`src/rtl/gru_window_scheduler_if.sv`:
```
// Stream-in / prediction-out handshake bundle for gru_window_scheduler.
interface gru_window_scheduler_if #(
    parameter int unsigned DATA_WIDTH = 32
);
    logic [DATA_WIDTH-1:0] s_data;
    logic                  s_valid;
    logic                  s_ready;
    logic [DATA_WIDTH-1:0] m_data;
    logic                  m_valid;
    logic                  m_ready;

    // Upstream/downstream side: drives feature words, accepts predictions
    modport master (
        output s_data, s_valid, m_ready,
        input  s_ready, m_data, m_valid
    );

    // Scheduler side: consumes feature words, emits predictions
    modport slave (
        input  s_data, s_valid, m_ready,
        output s_ready, m_data, m_valid
    );
endinterface

```
`src/rtl/gru_window_scheduler.sv`:
```
// Sliding-window scheduler feeding GRU_Model: builds a window of timesteps,
// launches an inference every STRIDE new timesteps and emits each prediction.
module gru_window_scheduler #(
    parameter int unsigned DATA_WIDTH      = 32,
    parameter int unsigned INPUT_FEATURES  = 3,
    parameter int unsigned SEQUENCE_LENGTH = 3,
    parameter int unsigned STRIDE          = 1,
    parameter int unsigned TIMEOUT_CYCLES  = 4096
) (
    input  logic                                                  clk,
    input  logic                                                  rst,
    input  logic                                                  i_enable,
    input  logic                                                  i_flush,
    gru_window_scheduler_if.slave                                 bus,
    output logic [SEQUENCE_LENGTH*INPUT_FEATURES*DATA_WIDTH-1:0]  o_sequence_flat,
    output logic                                                  o_gru_start,
    input  logic                                                  i_gru_done,
    input  logic [DATA_WIDTH-1:0]                                 i_gru_prediction,
    output logic                                                  o_busy,
    output logic                                                  o_timeout_err,
    output logic [15:0]                                           o_infer_count
);
    localparam int unsigned WORDS  = SEQUENCE_LENGTH * INPUT_FEATURES;
    localparam int unsigned WIN_W  = WORDS * DATA_WIDTH;
    localparam int unsigned TS_W   = INPUT_FEATURES * DATA_WIDTH;
    localparam int unsigned TOP    = WORDS - INPUT_FEATURES;
    localparam int unsigned FEAT_W = (INPUT_FEATURES > 1) ? $clog2(INPUT_FEATURES) : 1;
    localparam int unsigned CNT_W  = $clog2(SEQUENCE_LENGTH + 1);
    localparam int unsigned TMO_W  = $clog2(TIMEOUT_CYCLES + 1);

    typedef enum logic [1:0] {
        FILL      = 2'd0,
        LAUNCH    = 2'd1,
        WAIT_DONE = 2'd2,
        EMIT      = 2'd3
    } state_t;

    state_t                  state;
    logic [WIN_W-1:0]        window_q;
    logic [TS_W-1:0]         stage_q;
    logic [FEAT_W-1:0]       feat_cnt;
    logic [CNT_W-1:0]        fill_cnt;
    logic [CNT_W-1:0]        new_cnt;
    logic [TMO_W-1:0]        tmo_cnt;
    logic [DATA_WIDTH-1:0]   m_data_q;
    logic                    m_valid_q;
    logic                    start_q;
    logic                    busy_q;
    logic                    terr_q;
    logic [15:0]             infer_cnt_q;

    logic                    s_ready_c;
    logic                    accept_c;
    logic                    ts_done_c;
    logic                    launch_c;
    logic [CNT_W-1:0]        fill_next_c;
    logic [CNT_W-1:0]        new_next_c;
    logic [TS_W-1:0]         new_ts_c;

    // Input acceptance, timestep completion and launch decision
    always_comb begin
        s_ready_c   = (state == FILL) && i_enable && !i_flush && !rst;
        accept_c    = bus.s_valid && s_ready_c;
        ts_done_c   = accept_c && (feat_cnt == FEAT_W'(INPUT_FEATURES - 1));
        fill_next_c = (fill_cnt == CNT_W'(SEQUENCE_LENGTH)) ? fill_cnt : fill_cnt + CNT_W'(1);
        new_next_c  = (new_cnt == CNT_W'(SEQUENCE_LENGTH)) ? new_cnt : new_cnt + CNT_W'(1);
        launch_c    = ts_done_c && (fill_next_c == CNT_W'(SEQUENCE_LENGTH))
                      && (new_next_c >= CNT_W'(STRIDE));
        new_ts_c    = stage_q;
        new_ts_c[(INPUT_FEATURES-1)*DATA_WIDTH +: DATA_WIDTH] = bus.s_data;
    end

    // Staging register and sliding window; newest timestep enters at the top
    always_ff @(posedge clk or posedge rst) begin
        if (rst) begin
            window_q <= '0;
            stage_q  <= '0;
        end else if (i_flush) begin
            window_q <= '0;
            stage_q  <= '0;
        end else if (accept_c) begin
            if (ts_done_c) begin
                window_q <= (window_q >> TS_W) | (WIN_W'(new_ts_c) << (TOP * DATA_WIDTH));
            end else begin
                stage_q[feat_cnt*DATA_WIDTH +: DATA_WIDTH] <= bus.s_data;
            end
        end
    end

    // Scheduler FSM with registered handshake and status outputs
    always_ff @(posedge clk or posedge rst) begin
        if (rst) begin
            state       <= FILL;
            feat_cnt    <= '0;
            fill_cnt    <= '0;
            new_cnt     <= '0;
            tmo_cnt     <= '0;
            m_data_q    <= '0;
            m_valid_q   <= 1'b0;
            start_q     <= 1'b0;
            busy_q      <= 1'b0;
            terr_q      <= 1'b0;
            infer_cnt_q <= '0;
        end else if (i_flush) begin
            state     <= FILL;
            feat_cnt  <= '0;
            fill_cnt  <= '0;
            new_cnt   <= '0;
            tmo_cnt   <= '0;
            m_valid_q <= 1'b0;
            start_q   <= 1'b0;
            busy_q    <= 1'b0;
            terr_q    <= 1'b0;
        end else begin
            case (state)
                FILL: begin
                    if (accept_c) begin
                        if (ts_done_c) begin
                            feat_cnt <= '0;
                            fill_cnt <= fill_next_c;
                            if (launch_c) begin
                                new_cnt <= '0;
                                state   <= LAUNCH;
                                busy_q  <= 1'b1;
                            end else begin
                                new_cnt <= new_next_c;
                            end
                        end else begin
                            feat_cnt <= feat_cnt + FEAT_W'(1);
                        end
                    end
                end
                LAUNCH: begin
                    // wait for the previous done to drop before starting again
                    if (!i_gru_done) begin
                        start_q <= 1'b1;
                        tmo_cnt <= '0;
                        state   <= WAIT_DONE;
                    end
                end
                WAIT_DONE: begin
                    if (i_gru_done) begin
                        m_data_q  <= i_gru_prediction;
                        m_valid_q <= 1'b1;
                        start_q   <= 1'b0;
                        state     <= EMIT;
                    end else if (tmo_cnt == TMO_W'(TIMEOUT_CYCLES - 1)) begin
                        start_q <= 1'b0;
                        terr_q  <= 1'b1;
                        busy_q  <= 1'b0;
                        state   <= FILL;
                    end else begin
                        tmo_cnt <= tmo_cnt + TMO_W'(1);
                    end
                end
                EMIT: begin
                    if (m_valid_q && bus.m_ready) begin
                        m_valid_q   <= 1'b0;
                        infer_cnt_q <= infer_cnt_q + 16'd1;
                        busy_q      <= 1'b0;
                        state       <= FILL;
                    end
                end
                default: begin
                    state <= FILL;
                end
            endcase
        end
    end

    // Output wiring
    assign bus.s_ready     = s_ready_c;
    assign bus.m_data      = m_data_q;
    assign bus.m_valid     = m_valid_q;
    assign o_sequence_flat = window_q;
    assign o_gru_start     = start_q;
    assign o_busy          = busy_q;
    assign o_timeout_err   = terr_q;
    assign o_infer_count   = infer_cnt_q;
endmodule

```
`src/flat_wrapper.sv`:
```
// flat-port wrapper written by rule: the top's interface ports become plain ports
module gru_window_scheduler_flat 
#(
    parameter int unsigned DATA_WIDTH      = 32,
    parameter int unsigned INPUT_FEATURES  = 3,
    parameter int unsigned SEQUENCE_LENGTH = 3,
    parameter int unsigned STRIDE          = 1,
    parameter int unsigned TIMEOUT_CYCLES  = 4096
)
  (clk, rst, i_enable, i_flush, o_sequence_flat, o_gru_start, i_gru_done, i_gru_prediction, o_busy, o_timeout_err, o_infer_count, bus_s_data, bus_s_valid, bus_m_ready, bus_s_ready, bus_m_data, bus_m_valid);
  gru_window_scheduler_if #(.DATA_WIDTH(DATA_WIDTH)) bus_i ();
  input  logic clk;
  input  logic rst;
  input  logic i_enable;
  input  logic i_flush;
  output logic [SEQUENCE_LENGTH*INPUT_FEATURES*DATA_WIDTH-1:0] o_sequence_flat;
  output logic o_gru_start;
  input  logic i_gru_done;
  input  logic [DATA_WIDTH-1:0] i_gru_prediction;
  output logic o_busy;
  output logic o_timeout_err;
  output logic [15:0] o_infer_count;
  input wire logic [$bits(bus_i.s_data)-1:0] bus_s_data;
  input wire logic [$bits(bus_i.s_valid)-1:0] bus_s_valid;
  input wire logic [$bits(bus_i.m_ready)-1:0] bus_m_ready;
  output wire logic [$bits(bus_i.s_ready)-1:0] bus_s_ready;
  output wire logic [$bits(bus_i.m_data)-1:0] bus_m_data;
  output wire logic [$bits(bus_i.m_valid)-1:0] bus_m_valid;
  assign bus_i.s_data = bus_s_data;
  assign bus_i.s_valid = bus_s_valid;
  assign bus_i.m_ready = bus_m_ready;
  assign bus_s_ready = bus_i.s_ready;
  assign bus_m_data = bus_i.m_data;
  assign bus_m_valid = bus_i.m_valid;
  gru_window_scheduler #(.DATA_WIDTH(DATA_WIDTH), .INPUT_FEATURES(INPUT_FEATURES), .SEQUENCE_LENGTH(SEQUENCE_LENGTH), .STRIDE(STRIDE), .TIMEOUT_CYCLES(TIMEOUT_CYCLES)) u_core (.clk(clk), .rst(rst), .i_enable(i_enable), .i_flush(i_flush), .bus(bus_i), .o_sequence_flat(o_sequence_flat), .o_gru_start(o_gru_start), .i_gru_done(i_gru_done), .i_gru_prediction(i_gru_prediction), .o_busy(o_busy), .o_timeout_err(o_timeout_err), .o_infer_count(o_infer_count));
endmodule
```
`config.mk`:
```
export PLATFORM = sky130hd
export DESIGN_NAME = gru_window_scheduler_flat
export DESIGN_NICKNAME = d
export VERILOG_FILES = /design/src/rtl/gru_window_scheduler_if.sv /design/src/rtl/gru_window_scheduler.sv /design/src/flat_wrapper.sv
export SDC_FILE = /design/constraint.sdc
export NUM_CORES = 1
export LEC_CHECK = 0
export ABC_AREA = 1
export ABC_CLOCK_PERIOD_IN_PS = 11950
export BUFFER_PORTS_ARGS = -buffer_cell sky130_fd_sc_hd__buf_2
export CORE_MARGIN = 1
export CORE_UTILIZATION = 49
export CTS_CLUSTER_DIAMETER = 30
export DETAILED_ROUTE_END_ITERATION = 8
export PLACE_DENSITY = 0.74
export SKIP_CTS_REPAIR_TIMING = 1
export SYNTH_ARGS = -nofsm -noshare
export SYNTH_HDL_FRONTEND = slang
export SYNTH_SLANG_ARGS = --single-unit
```
`constraint.sdc`:
```
create_clock -name clk -period 11.95 [get_ports clk]
set_input_delay 0 -clock clk [delete_from_list [all_inputs] [get_ports clk]]
set_output_delay 0 -clock clk [all_outputs]
set_load 0.02 [all_outputs]
```
==> reports/results.ini <==
[sta]
finalMaxSlewViolations = 0
rsz0062_at_grt = false
setup_viol = 0
relSlewSlack = 0.212
skew_ps = 15.6
hold_viol = 0
post-route-period-util = 0.399
worst_pin_slew_ps = 1180
tns_ps = 0
fin_crit_ps = 4770
max_freq_mhz = 210

[detailed_routing]
drt_pass1_iterations = 7
drtAntennaViolNets = 0
wl_met3_um = 3990
wl_met1_um = 21200
top_layer = met4
wl_met2_um = 23800
finalWirelength_um = 50600
drc = 0
viasPerCell = 5.29
routedWlPerCell_um = 19.3
dr.first_iter.drc_count = 966
routed-via-count = 13829

[pwr]
power_mw = 4.49
ir_drop_v = 0.000166
p_per_area_nw_per_um2 = 194
power_leakage_nw = 11.5

[setup_path]
crit_fanout = 117
path_buf_inv = 5
cpMaxStageDelayCell = nand2_8
required_ps = 12350
critical_path_class = in -> reg
setup.worst_path.end_class = flip-flop
cp-start-kind = input pin
worstPathCellList = dlygate4sd3_1 -> buf_2 -> inv_8 -> nand2_1 -> nor2_4 -> nand3_4 -> nand2_8 -> clkinv_2 -> buf_4 -> nand2_1 -> o21ai_0
cp.arrival_ps = 5170
crit_top_cell = nand2_1
slowest_delay_ps = 930
crit_family = buffers and inverters

[cts]
clk_latency_ps = 570
tritoncts = yes
cts.clk_slew.worst_paths_ps = 50
cts_buffers = 83
cts.sinks = 423
h-tree-depth = 3
clockBufferDepth = 3
cts-root-buf = clkbuf_16

[die]
die_x_um = 190
die_h_um = 190
start_util = 0.500
rows = 68
dieArea_um2 = 36100
io_pins = 412
core-area_um2 = 34600

[logic_synthesis]
postSynthAreaPerCell_um2 = 10.8
syn_area_um2 = 17300
synthSimpleGateAreaFrac = 0.0969
muxShareOfSynthArea = 0.0208
synth_top_area_cell = dfrtp_1
ys_top_cells_by_area = dfrtp_1 (61%), nand2_1 (6.6%), inv_1 (5.7%), o21ai_0 (4.3%), o22ai_2 (4.2%)
synth_top_area_frac = 0.611
synth_ff_type = dfrtp_1
synth_top_family_by_area = compound AO/OA/AOI/OAI gates
ys_ff_latch = 423
synth_xor_xnor_area_share = 0.00658
synth_cells = 1606
synthArstFlopShare = 1.00
synth_compound_area_frac = 0.166
syn_nets = 1686
netlist-cell-type-count = 35
synth_edf_count = 0
synth_fa_ha_area_frac = 0.00650
yosysSeqAreaShare = 0.611
synth_warnings = 0

[layout]
layout-drive-gt1-share = 0.337
area_growth_pct = 33.7
n_fill_cell = 2538
nNetsFinal = 2171

[global_route]
grt_pass1_wl_um = 75500
overflow = 0
grt_pass1_vias = 13556
grt_start_max_net_pins = 156
antenna_found_initial = 1
grt_usage = 0.271

[run]
drv_cap = 0

[placed_design]
port_buffers = 411
gp_congestion = 0.841
dp_hpwl_um = 31800

[run_status]
run_status = finished clean

[min_path]
hp-class = in -> reg

## cells in the final DEF (no fill, tap or decap), types with 3 or more instances in the layout
| master | count |
|---|---|
| nand2_2 | 3 |
| dfrtp_1 | 423 |
| o22ai_2 | 58 |
| mux2_1 | 7 |
| o31ai_1 | 9 |
| inv_2 | 4 |
| nor2_4 | 3 |
| clkbuf_8 | 10 |
| clkbuf_16 | 87 |
| o22ai_1 | 70 |
| nor2_1 | 28 |
| xnor2_1 | 4 |
| xor2_1 | 9 |
| clkinv_4 | 9 |
| a21oi_1 | 5 |
| dlygate4sd3_1 | 69 |
| nor3_1 | 8 |
| ha_1 | 9 |
| nand2_1 | 306 |
| o21ai_0 | 149 |
| clkinvlp_4 | 9 |
| nand4_1 | 11 |
| o31ai_2 | 56 |
| mux2_2 | 25 |
| clkinv_2 | 10 |
| nand3_4 | 3 |
| inv_6 | 7 |
| clkbuf_1 | 7 |
| nand3_1 | 23 |
| o21ai_1 | 32 |
| bufinv_16 | 14 |
| buf_4 | 6 |
| inv_1 | 259 |
| buf_2 | 411 |
## routing by layer
| layer | up-vias | GRT usage |
|---|---|---|
| met1 | 6808 | 0.374 |
| met4 | 0 | 0.110 |
| met3 | 114 | 0.0620 |
| li1 | 6255 | - |
| met2 | 652 | 0.413 |
| met5 | - | 0 |
## cell families after synthesis
kind of cell | Yosys count
flops | 423
simple gates | 396
compound gates | 381
buf+inv | 352
mux | 32
xor+xnor | 13
fa+ha+maj | 9
## final cells by class
type	instances	area, um2	share of cell area
inverters	265	1000	0.0433
clock buffers	104	2340	0.101
well taps	455	569	0.0246
clock inverters	48	673	0.0291
multi-input cells	831	5160	0.223
flip-flops and latches	423	10600	0.457
diodes	1	2.50	0.000108
repair buffers	487	2810	0.122
## cells in the mapped netlist (all sizes together), types with 3 or more instances
library cell  count
a21oi             5
buf              70
clkbuf           17
dfrtp           423
ha                9
inv             265
mux2             32
nand2           312
nand3            28
nand4            11
nor2             34
nor3              8
o21ai           181
o22ai           128
o31ai            65
or2               3
xnor2             4
xor2              9
## per-stage QoR
stage | std cells | setup WS, ps | hold slack, ps | utilization | cell area [um2]
2_1_floorplan | 1606 | 155 | 66.4 | - | 17300
3_3_place_gp | 2392 | 7340 | 212 | 0.561 | 19400
3_5_place_dp | 2392 | 7180 | 220 | 0.561 | 19400
4_1_cts | 2544 | 7350 | -383 | 0.648 | 22500
5_1_grt | 2614 | 6750 | 112 | 0.668 | 23100
6_report | 2614 | 7180 | 85.6 | 0.668 | 23100
## sequential cells by signal, indices dropped and copies added (netlist names)
| register | flops |
|---|---|
| u_core.state | 2 |
| u_core.o_timeout_err | 1 |
| u_core.tmo_cnt | 13 |
| u_core.bus.m_data | 32 |
| u_core.o_busy | 1 |
| u_core.bus.m_valid | 1 |
| u_core.stage_q | 64 |
| u_core.o_gru_start | 1 |
| u_core.o_infer_count | 16 |
| u_core.feat_cnt | 2 |
| u_core.o_sequence_flat | 288 |
| u_core.fill_cnt | 2 |
## where the power goes
group	internal [mW]	total, mW	switching [mW]
clock	1.69	2.46	0.770
sequential	1.52	1.57	0.0510
combinational	0.151	0.452	0.302
total	3.36	4.49	1.12
## worst min-delay path: stages
cell	delay, ps
buf_2	110
nand2_1	100
nor2_4	60
nand2_1	90
nand2_4	100
o21ai_0	150
## final timing paths
check,startpoint,to,slack [ps],cells past startpoint
setup / recovery,rst,u_core.o_sequence_flat[68],7180,11
max in group asynchronous,rst,u_core.o_sequence_flat[24],9500,5
setup reg to reg,u_core.state[1],u_core.o_sequence_flat[68],7310,10
min in group asynchronous,rst,u_core.o_infer_count[15],150,3
hold reg to reg,u_core.o_sequence_flat[31],u_core.o_sequence_flat[31],470,2
hold / removal,i_enable,u_core.feat_cnt[0],90,6
(Power assumes the default switching activity.)
